--- src/rtl/serial_twos_receiver.sv ---
// Serial-to-parallel receiver for an LSB-first two's-complement bit stream.
// Presents the raw received word and the operand recovered by re-complementing it on the fly.
module serial_twos_receiver #(
  parameter int WIDTH = 8
) (
  input  logic             Clock,
  input  logic             reset_b,
  input  logic             start,
  input  logic             shift_control,
  input  logic             y,
  output logic [WIDTH-1:0] raw_word,
  output logic [WIDTH-1:0] data,
  output logic             valid,
  output logic             busy,
  output logic             frame_err
);

  localparam int CNT_W = (WIDTH > 2) ? $clog2(WIDTH) : 1;
  localparam logic [CNT_W-1:0] LAST_BIT = CNT_W'(WIDTH - 1);

  typedef enum logic {
    IDLE = 1'b0,
    RECV = 1'b1
  } state_t;

  state_t           state_reg, state_next;
  logic [CNT_W-1:0] cnt_reg, cnt_next;
  logic             flag_reg, flag_next;
  logic [WIDTH-1:0] raw_reg, raw_next;
  logic [WIDTH-1:0] data_reg, data_next;
  logic             valid_reg, valid_next;
  logic             err_reg, err_next;

  logic [WIDTH-1:0] raw_shifted;
  logic [WIDTH-1:0] data_shifted;

  // Incoming bit enters at the MSB; the recovered bit is inverted once a 1 has been seen.
  assign raw_shifted[WIDTH-1]  = y;
  assign data_shifted[WIDTH-1] = y ^ flag_reg;

  for (genvar gi = 0; gi < WIDTH - 1; gi++) begin : g_shift
    assign raw_shifted[gi]  = raw_reg[gi+1];
    assign data_shifted[gi] = data_reg[gi+1];
  end

  always_ff @(posedge Clock or negedge reset_b) begin
    if (!reset_b) begin
      state_reg <= IDLE;
      cnt_reg   <= '0;
      flag_reg  <= 1'b0;
      raw_reg   <= '0;
      data_reg  <= '0;
      valid_reg <= 1'b0;
      err_reg   <= 1'b0;
    end else begin
      state_reg <= state_next;
      cnt_reg   <= cnt_next;
      flag_reg  <= flag_next;
      raw_reg   <= raw_next;
      data_reg  <= data_next;
      valid_reg <= valid_next;
      err_reg   <= err_next;
    end
  end

  always_comb begin
    state_next = state_reg;
    cnt_next   = cnt_reg;
    flag_next  = flag_reg;
    raw_next   = raw_reg;
    data_next  = data_reg;
    valid_next = 1'b0;
    err_next   = err_reg;

    case (state_reg)
      IDLE: begin
        if (start) begin
          state_next = RECV;
          cnt_next   = '0;
          flag_next  = 1'b0;
        end
      end

      RECV: begin
        // A start mid-frame wins over any bit offered in the same cycle, including the last one.
        if (start) begin
          err_next  = 1'b1;
          cnt_next  = '0;
          flag_next = 1'b0;
        end else if (shift_control) begin
          raw_next  = raw_shifted;
          data_next = data_shifted;
          flag_next = flag_reg | y;
          cnt_next  = cnt_reg + CNT_W'(1);
          if (cnt_reg == LAST_BIT) begin
            state_next = IDLE;
            valid_next = 1'b1;
            cnt_next   = '0;
          end
        end
      end

      default: begin
        state_next = IDLE;
      end
    endcase
  end

  assign raw_word  = raw_reg;
  assign data      = data_reg;
  assign valid     = valid_reg;
  assign busy      = (state_reg == RECV);
  assign frame_err = err_reg;

endmodule

--- config.mk ---
export PLATFORM = sky130hd
export DESIGN_NAME = serial_twos_receiver
export DESIGN_NICKNAME = d
export VERILOG_FILES = /design/src/rtl/serial_twos_receiver.sv
export SDC_FILE = /design/constraint.sdc
export NUM_CORES = 1
export LEC_CHECK = 0
export CORE_ASPECT_RATIO = 0.9
export CORE_UTILIZATION = 45
export CTS_CLUSTER_SIZE = 24
export DETAILED_ROUTE_END_ITERATION = 8
export PLACE_DENSITY = 0.77
export SYNTH_ARGS = -nofsm -noshare
export SYNTH_HDL_FRONTEND = slang
export SYNTH_SLANG_ARGS = --single-unit
--- constraint.sdc ---
create_clock -name Clock -period 1.8 [get_ports Clock]
set_clock_uncertainty 0.2 [all_clocks]
set_input_delay 0.18 -clock Clock [delete_from_list [all_inputs] [get_ports Clock]]
set_output_delay 0.18 -clock Clock [all_outputs]
set_load 0.05 [all_outputs]
==> run summary, run 1 <==
Outcome = complete, no violations
Power per cell area = 1620 nW/um^2
Reg clk slew, reported paths = 130 ps
Die width = 53.4 um
DPL Wire Length = 1.21 mm
RSZ-0062 raised after global routing = false
Via Count = 600
Yosys cell types = 18
Crit start category = flop
Crit path to = busy
Overflow after GRT = 0
Critical path's slowest cell = dfrtp_1
Leak = 0.623 nW
Post-Syn Area per Cell = 14.8 sq um
Clock sinks = 23
DRT antenna net count = 0
Post-Syn Area = 1070 sq um
Clock Path Buffers = 2
Crit path buf inv count = 2
Reg2reg path depth = 4
CP Depth = 2
Number of remaining DRC errors = 0
Delay of the slowest cell on the worst path = 430 ps
GRT Overall Usage = 15.6%
Post-Syn Nets = 81
Req. time, crit path = 1420 ps
Highest Clock Rate = 683 MHz
First-pass DRT Iterations = 3
Initial antenna violation count = 0
Synth top area cells = dfrtp_1 (54%), mux2_4 (14%), mux2_2 (6.3%)
Reg2reg end = cnt_reg[1]
CTS Root Cell = clkbuf_4
Worst slew pin tran = 292 ps
VDD IR max = 1.43 mV
CTS Buf Count = 3
First-pass GRT wire length = 2.73 mm
Critical Path End Type = output pin
Synth Warn # = 0
Final Non-Filler Cells = 119
Yosys top cell by area = dfrtp_1
Postcts setup bufs = 0
Fillers = 195
Layout cells sized above 1 = 51.1%
Slack of the critical path = 336 ps
Hold Violations, Final = 0
Area Overhead vs Synth = 18.9%
TritonCTS clock tree = built
CP top delay family = flip-flops
Worst slew margin = 80.6%
Final min period = 1460 ps
Total negative slack = 0 ps
Critical Path AT = 1080 ps
Ports = 24
R2r setup slk = 380 ps
Total Wirelength = 1.64 mm
# diodes = 0
Drt via density = 5.04
Tcrit/Tclk final = 81.3%
1st-iter DRT viols = 1
Final Power = 2.06 mW
Clock latency on the worst-skew pair = 310 ps
Hold Buf Count CTS = 0
Largest net degree at the start of global routing = 24
Port bufs = 23
Setup crit start = busy
Post-synthesis sequential area ratio = 53.9%
Register area = 576 sq um
Layout Utilization = 57.7%
HP Class = input pin to async pin
Rows = 16
Setup violators final = 0
CP max FO = 12
Max-Cap Viols = 0
Starting Density = 48.5%
Post-cts sizing count = 0
Critical Path, Cell by Cell = buf_4 -> buf_12
Placed insts = 115
H-Tree Level Count = 1
Yosys top cell area share = 53.9%
Post-Synthesis Cells = 72
Final max-slew violation count = 0
Full die area = 2570 sq um
Crit Reg-Reg Startpoint = cnt_reg[0]
Fin area = 1270 sq um
Routed len/inst = 13.8 um
Min Hold Slack = 12.4 ps
Placed cell areas = 1240 sq um
FF+latch count, synth = 23
Pre-CTS setup slack = 114 ps
Number of global-route vias before repair = 562
Routability cong. = 0.650
Multi-input logic area = 398 sq um
Core ar. = 2200 sq um
Die H = 48.2 um
Nets = 102
Setup CP Type = flop to output pin
-- cell usage after synthesis --
cell type,n
nand2_1,1
nor3b_1,1
ha_1,4
a21bo_2,3
a311oi_1,1
dfrtp_1,23
mux2_4,10
a21o_1,2
inv_1,2
buf_4,8
nand4bb_1,1
nand3b_4,1
buf_6,2
nand4b_1,1
buf_2,1
a21oi_1,4
mux2_2,6
nand3_1,1
-- where the power goes --
| part | internal, mW | switching (mW) |
|---|---|---|
| registers | 0.669 | 0.121 |
| logic | 0.381 | 0.654 |
| clock network | 0.0847 | 0.153 |
-- layer usage --
metal	GRT usage (%)	part of all wire, %	up-vias
met3	3.12	3.8	4
met4	9.47	2.3	0
met2	24.5	48	15
li1	-	-	284
met5	0	0	-
met1	20.3	46	297
-- layout by cell type, fill, tap and decap left out --
| cell type | instances |
|---|---|
| dfrtp_1 | 23 |
| buf_4 | 22 |
| mux2_4 | 10 |
| mux2_2 | 6 |
| a21oi_1 | 4 |
| ha_1 | 4 |
| clkdlybuf4s50_1 | 4 |
| a21bo_2 | 3 |
| clkbuf_4 | 3 |
| inv_1 | 2 |
| a21o_1 | 2 |
| nand2_1 | 1 |
| nor3b_1 | 1 |
| nand3b_4 | 1 |
| nand4bb_1 | 1 |
| nand4b_1 | 1 |
| nand3_1 | 1 |
| a311oi_1 | 1 |
| clkinvlp_4 | 1 |
| buf_12 | 1 |
-- kinds of logic (layout without fill, tap and decap cells) --
kind of cell,Yosys count,after routing,share of synthesized area (%)
flip-flops,23,23,53.9
multiplexers,16,16,20.4
buffers and inverters,13,33,8.90
AO/OA/AOI/OAI,10,10,6.91
AND/OR/NAND/NOR,6,6,5.27
adder cells (fa/ha/maj),4,4,4.68
-- worst min path at each step --
| stage | from | endpoint | slack, ps | cells past startpoint |
|---|---|---|---|---|
| final | reset_b | raw_word[1] | 10 | 2 |
| after global routing | reset_b | raw_word[3] | 10 | 2 |
| after CTS | reset_b | raw_word[1] | 20 | 2 |
| after detailed placement | frame_err | frame_err | 260 | 1 |
| after global placement | frame_err | frame_err | 240 | 1 |
| after floorplan | reset_b | busy | -320 | 0 |
-- final cells by class --
type	instances	area share, %
Clock buffer	3	1.77
Clock inverter	1	0.591
Inverter	2	0.591
Multi-Input combinational cell	36	31.3
Sequential cell	23	45.3
Tap cell	27	2.66
Timing Repair Buffer	27	17.7
(Power assumes the default switching activity.)
==> run 2, diff against run 1 <==
Clock period 1.8 ns to 1.35 ns, I/O delays scaled along.
==> run summary, run 2 (synthesized netlist as in run 1, its figures left out) <==
Outcome = finished with violations
Failing checks = negative setup slack
HP Class = input pin to flop
Max-Cap Viols = 0 (unchanged)
Reg clk slew, reported paths = 120 ps (about the same)
Area Overhead vs Synth = 48.8%
# diodes = 0 (unchanged)
Critical Path AT = 1060 ps (-20 ps)
Routability cong. = 0.679 (+4.6%)
Clock sinks = 23 (unchanged)
RSZ-0062 raised after global routing = true
Core ar. = 2200 sq um (unchanged)
Die H = 48.2 um (unchanged)
VDD IR max = 1.85 mV (+29%)
Critical Path End Type = output pin
Final max-slew violation count = 0 (unchanged)
Fillers = 136 (-30%)
Crit path buf inv count = 2 (unchanged)
TritonCTS clock tree = built
Via Count = 644 (+7.3%)
Min Hold Slack = 279 ps (+266 ps)
1st-iter DRT viols = 6 (+5)
Hold Violations, Final = 0 (unchanged)
First-pass GRT wire length = 2.99 mm (+9.9%)
Total Wirelength = 2.03 mm (+24%)
Power per cell area = 2120 nW/um^2 (+30%)
Layout Utilization = 72.2% (+15 points)
R2r setup slk = -30 ps (-410 ps)
GRT Overall Usage = 17.3% (+1.8 points)
Delay of the slowest cell on the worst path = 470 ps (+40 ps)
Final min period = 1390 ps
Req. time, crit path = 1010 ps (-410 ps)
Highest Clock Rate = 719 MHz
Setup CP Type = flop to output pin
Nets = 106 (+3.9%)
Most frequent cells in the layout = dfrtp_1 (22), buf_12 (19), mux2_4 (10), mux2_2 (6), buf_4 (5)
CP top delay family = flip-flops
Number of remaining DRC errors = 0 (unchanged)
CP max FO = 3 (-9)
Largest net degree at the start of global routing = 24 (unchanged)
Tcrit/Tclk final = 103%
Clock Path Buffers = 2 (unchanged)
DRT antenna net count = 0 (unchanged)
Starting Density = 48.5% (unchanged)
Port bufs = 23 (unchanged)
Most common library cell in the layout ignoring fill and taps = dfrtp_1
First-pass DRT Iterations = 2 (-1)
Setup violators final = 10 (+10)
CTS Root Cell = clkbuf_4
Rows = 16 (unchanged)
Worst slew pin tran = 280 ps (-11.7 ps)
Initial antenna violation count = 0 (unchanged)
Pre-CTS setup slack = -293 ps (-406 ps)
Full die area = 2570 sq um (unchanged)
Clock latency on the worst-skew pair = 310 ps (about the same)
H-Tree Level Count = 1 (unchanged)
Die width = 53.4 um (unchanged)
Layout cells sized above 1 = 60.4% (+9.3 points)
Critical path's slowest cell = dfrtp_2
Critical Path, Cell by Cell = buf_6 -> buf_12
CTS Buf Count = 3 (unchanged)
Worst slew margin = 81.3% (+0.78 points)
Leak = 0.721 nW (+16%)
Drt via density = 5.24 (+3.8%)
Final Non-Filler Cells = 123 (+3.4%)
Routed len/inst = 16.5 um (+20%)
Ports = 24 (unchanged)
Number of global-route vias before repair = 626 (+11%)
DPL Wire Length = 1.31 mm (+8.5%)
Crit start category = flop
Overflow after GRT = 0 (unchanged)
Slack of the critical path = -41.5 ps (-377 ps)
Placed insts = 115 (unchanged)
run 2: final cells by class:
| cell class | count | area, sq um | share of cell area (%) |
|---|---|---|---|
| inverters | 2 | 7.51 | 0.472 |
| well taps | 27 | 33.8 | 2.12 |
| multi-input cells | 37 | 465 | 29.3 |
| repair buffers | 30 | 479 | 30.1 |
| flip-flops and latches | 23 | 577 | 36.3 |
| clock inverters | 1 | 5.00 | 0.315 |
| clock buffers | 3 | 22.5 | 1.42 |
run 2: final timing paths:
kind,start,end,cells after the start
worst max-delay path,busy,busy,2
worst min-delay path,y,raw_word[7],2
worst max register to register,busy,raw_word[2],2
worst min register to register,frame_err,frame_err,1
max in group asynchronous,reset_b,busy,3
min in group asynchronous,reset_b,data[6],3
run 2: metrics by stage:
step / total power [mW] / cell area, sq um / setup TNS (ps)
after detailed placement: 3.07 / 1470 / -5060
after floorplan: 2.17 / 1070 / -1250
after CTS: 3.39 / 1570 / -200
final: 3.37 / 1590 / -302
after global placement: 3.03 / 1470 / -4530
after global routing: 3.50 / 1590 / -699
run 2: metal layers:
layer  up-vias  track usage [%]  wire length, um
met2        14             29.3             1060
met3         2             6.23               78
li1        294                -                -
met5         -                0                0
met4         0             6.84               23
met1       334             20.6              876
run 2: what timing repair did:
| item | CTS | global route |
|---|---|---|
| hold buffers | 1 | 0 |
| setup endpoints to repair | 11 | 21 |
| pin swaps | 5 | 4 |
| setup buffers | 2 | 0 |
| gates resized for setup | 8 | 2 |
| hold endpoints to repair | 23 | 0 |
| cloned | 0 | 1 |
run 2: worst reg2reg max path, stage by stage (launching register included):
cell and delay, ps:
dfrtp_2 470, nand3b_2 240, mux2_2 370
run 2: power by group:
group	leakage (nW)	switching [mW]	internal (mW)	total, mW
sequential	0.277	0.276	0.891	1.17
clock	0.0177	0.202	0.111	0.313
combinational	0.427	0.886	1.00	1.89
total	0.721	1.36	2.00	3.37
==> patch (config.mk and constraints of run 1) <==
Register the inputs `start`, `shift_control` and `y` before use. The logic sees them one clock later. Comments in the files are not updated.
--- a/src/rtl/serial_twos_receiver.sv
+++ b/src/rtl/serial_twos_receiver.sv
@@ -25,2 +25,12 @@
 
+  logic start_q;
+  logic shift_control_q;
+  logic y_q;
+
+  always_ff @(posedge Clock) begin
+    start_q         <= start;
+    shift_control_q <= shift_control;
+    y_q             <= y;
+  end
+
   state_t           state_reg, state_next;
@@ -37,4 +47,4 @@
   // Incoming bit enters at the MSB; the recovered bit is inverted once a 1 has been seen.
-  assign raw_shifted[WIDTH-1]  = y;
-  assign data_shifted[WIDTH-1] = y ^ flag_reg;
+  assign raw_shifted[WIDTH-1]  = y_q;
+  assign data_shifted[WIDTH-1] = y_q ^ flag_reg;
 
@@ -76,3 +86,3 @@
       IDLE: begin
-        if (start) begin
+        if (start_q) begin
           state_next = RECV;
@@ -85,3 +95,3 @@
         // A start mid-frame wins over any bit offered in the same cycle, including the last one.
-        if (start) begin
+        if (start_q) begin
           err_next  = 1'b1;
@@ -89,6 +99,6 @@
           flag_next = 1'b0;
-        end else if (shift_control) begin
+        end else if (shift_control_q) begin
           raw_next  = raw_shifted;
           data_next = data_shifted;
-          flag_next = flag_reg | y;
+          flag_next = flag_reg | y_q;
           cnt_next  = cnt_reg + CNT_W'(1);
Formal check against the unedited RTL: not equivalent (a bounded check fails within 4 cycles, from zero or initial values and one cycle with reset_b low).
==> patch against run 1 <==
- design area grew 6.9%
- sequential cell count grew 3
- worst setup slack lost 69 ps
- total power grew 10%
- synthesized area grew 5.4%
- wire length shrank 0.18%
- final cell count grew 2.5%
- largest cell class unchanged
==> patch: results (changes against run 1) <==
Run status
  – Run status: finished, final reports clean

Place
  – RePlAce Congestion: 0.651 (+0.15%)
  – # port buffers: 23 (unchanged)
  – Hpwl dp: 1170 µm (-2.7%)

STA
  – Worst slew pin tran: 293 ps (+1.69 ps)
  – Max-slew violations: 0 (unchanged)

Synth
  – Portion of the post-synthesis area used by sequential elements: 56.4% (+2.6 points)
  – Total of warnings raised by yosys: 0 (unchanged)
  – Top cells by count, synth: sky130_fd_sc_hd__dfrtp_1 (23), sky130_fd_sc_hd__mux2_4 (10), sky130_fd_sc_hd__buf_4 (7)
  – Distinct cell type count of the synthesized netlist: 19 (+1)
  – Net count after synthesis: 83 (+2.5%)
  – Number of flops mapped to enable cells by yosys: 0 (unchanged)
  – Area contributors post-synth: sky130_fd_sc_hd__dfrtp_1 (51%), sky130_fd_sc_hd__mux2_4 (13%), sky130_fd_sc_hd__mux2_2 (6.0%), sky130_fd_sc_hd__dfxtp_1 (5.3%), sky130_fd_sc_hd__buf_4 (4.7%)
  – Async SR Flop Fraction: 88.5% (-12 points)

CTS
  – Number of H-tree branching levels: 1 (unchanged)
  – Maximum count of clock buffers along a single path: 2 (unchanged)
  – Clock edge transition at the registers on the reported setup and hold paths: 130 ps (about the same)
  – CTS root buffer: sky130_fd_sc_hd__clkbuf_4
  – Clock network latency to the later pin of the worst-skew pair: 320 ps
  – Number of buffers created by CTS: 3 (unchanged)

Detailed routing
  – Highest metal layer with signal wires: met3
  – Metal1 wirelength: 758 µm (+1.3%)
  – Via Count: 601 (+0.17%)
  – Detailed route wirelength on metal2: 798 µm (+1.1%)
  – Number of DRC markers in iteration 0: 2 (+1)
  – Detailed-router iteration count before antenna repair: 2 (-1)
  – Final wirelength: 1640 µm (-0.18%)
  – Met3 Routed Length: 79 µm (+25%)

Critical path
  – Worst path arrival time: 1540 ps (+460 ps)
  – Top fanout value on the critical path: 16 (+4)
  – Reg-to-reg setup timing slack: 270 ps (-110 ps)

Pwr
  – Maximum resistive drop on vdd: 0.00138 V (-3.9%)
  – Leakage power figure: 0.667 nW (+7.0%)

Cells and area
  – NumNets Final: 105 (+2.9%)
  – Fraction of layout cells with a size suffix above 1: 48.4% (-2.7 points)
  – Inserted Diodes: 0 (unchanged)

GRT
  – Maximum number of pins on one net before global-route repair: 24 (unchanged)
  – Number of global-route vias before repair: 567 (+0.89%)
  – Global-route wire length before repair: 2570 µm (-5.6%)
  – Overall routing resource usage: 13.5% (-2.1 points)
  – Initial antenna violation count: 0 (unchanged)

Hold path
  – Hold/Removal Path Class: in2reg
-- patch: changes by cell type after synthesis, sizes merged --
cell,delta
dfxtp,+3
and4b,+1
buf,-1
nor3b,-1
-- patch: logic make-up (layout without fill, tap and decap cells) --
kind of cell | count (synthesis) | after routing | synth area share (%)
buf+inv | 12 | 33 | 8.00
simple gates | 6 | 6 | 5.22
mux | 16 | 16 | 19.3
fa+ha+maj | 4 | 4 | 4.44
compound gates | 10 | 10 | 6.56
flops | 26 | 26 | 56.4
-- patch: final cells by class --
| type | count | area (µm²) |
|---|---|---|
| inverter | 2 | 7.51 |
| clock buffer | 3 | 22.5 |
| tap | 27 | 33.8 |
| clock inverter | 1 | 30.0 |
| timing repair buffer | 27 | 228 |
| multi-input combinational | 36 | 400 |
| fill | 188 | 905 |
| sequential | 26 | 636 |
-- patch: stage by stage --
stage	cells	worst slack (ps)	utilization, %	area, µm²	hold slack [ps]
after floorplan	74	125	-	1130	-316
after global placement	117	333	57.2	1290	249
after detailed placement	117	283	57.2	1290	250
after CTS	122	253	60.0	1360	71.8
after global routing	122	204	60.0	1360	56.2
final	122	267	60.0	1360	84.1
-- patch: worst max-delay path: stages (launching register included) --
cell and delay, ps:
sky130_fd_sc_hd__dfxtp_1 480, sky130_fd_sc_hd__nand3b_4 360, sky130_fd_sc_hd__mux2_2 380
-- patch: timing repair --
action                    4_1_cts  5_1_grt
setup buffers                   0        0
hold buffers                    1        0
resized for setup               0        0
hold endpoints to repair       13        0
-- patch: layer usage --
layer,track usage [%],vias to the layer above
met5,0,-
met4,2.56,0
met3,6.48,0
met2,19.5,13
met1,18.5,294
li1,-,294
-- patch: final timing paths --
kind | from | end | depth (start not counted)
setup / recovery | start_q | raw_word[1] | 2
hold / removal | y | y_q | 1
setup reg to reg | start_q | raw_word[1] | 2
hold reg to reg | frame_err | frame_err | 1
max in group asynchronous | reset_b | raw_word[0] | 3
min in group asynchronous | reset_b | data[6] | 3
-- patch: where the power goes --
part	internal (mW)	switching, mW	leakage [nW]
clock network	0.225	0.162	0.0279
logic	0.381	0.651	0.337
registers	0.739	0.117	0.302
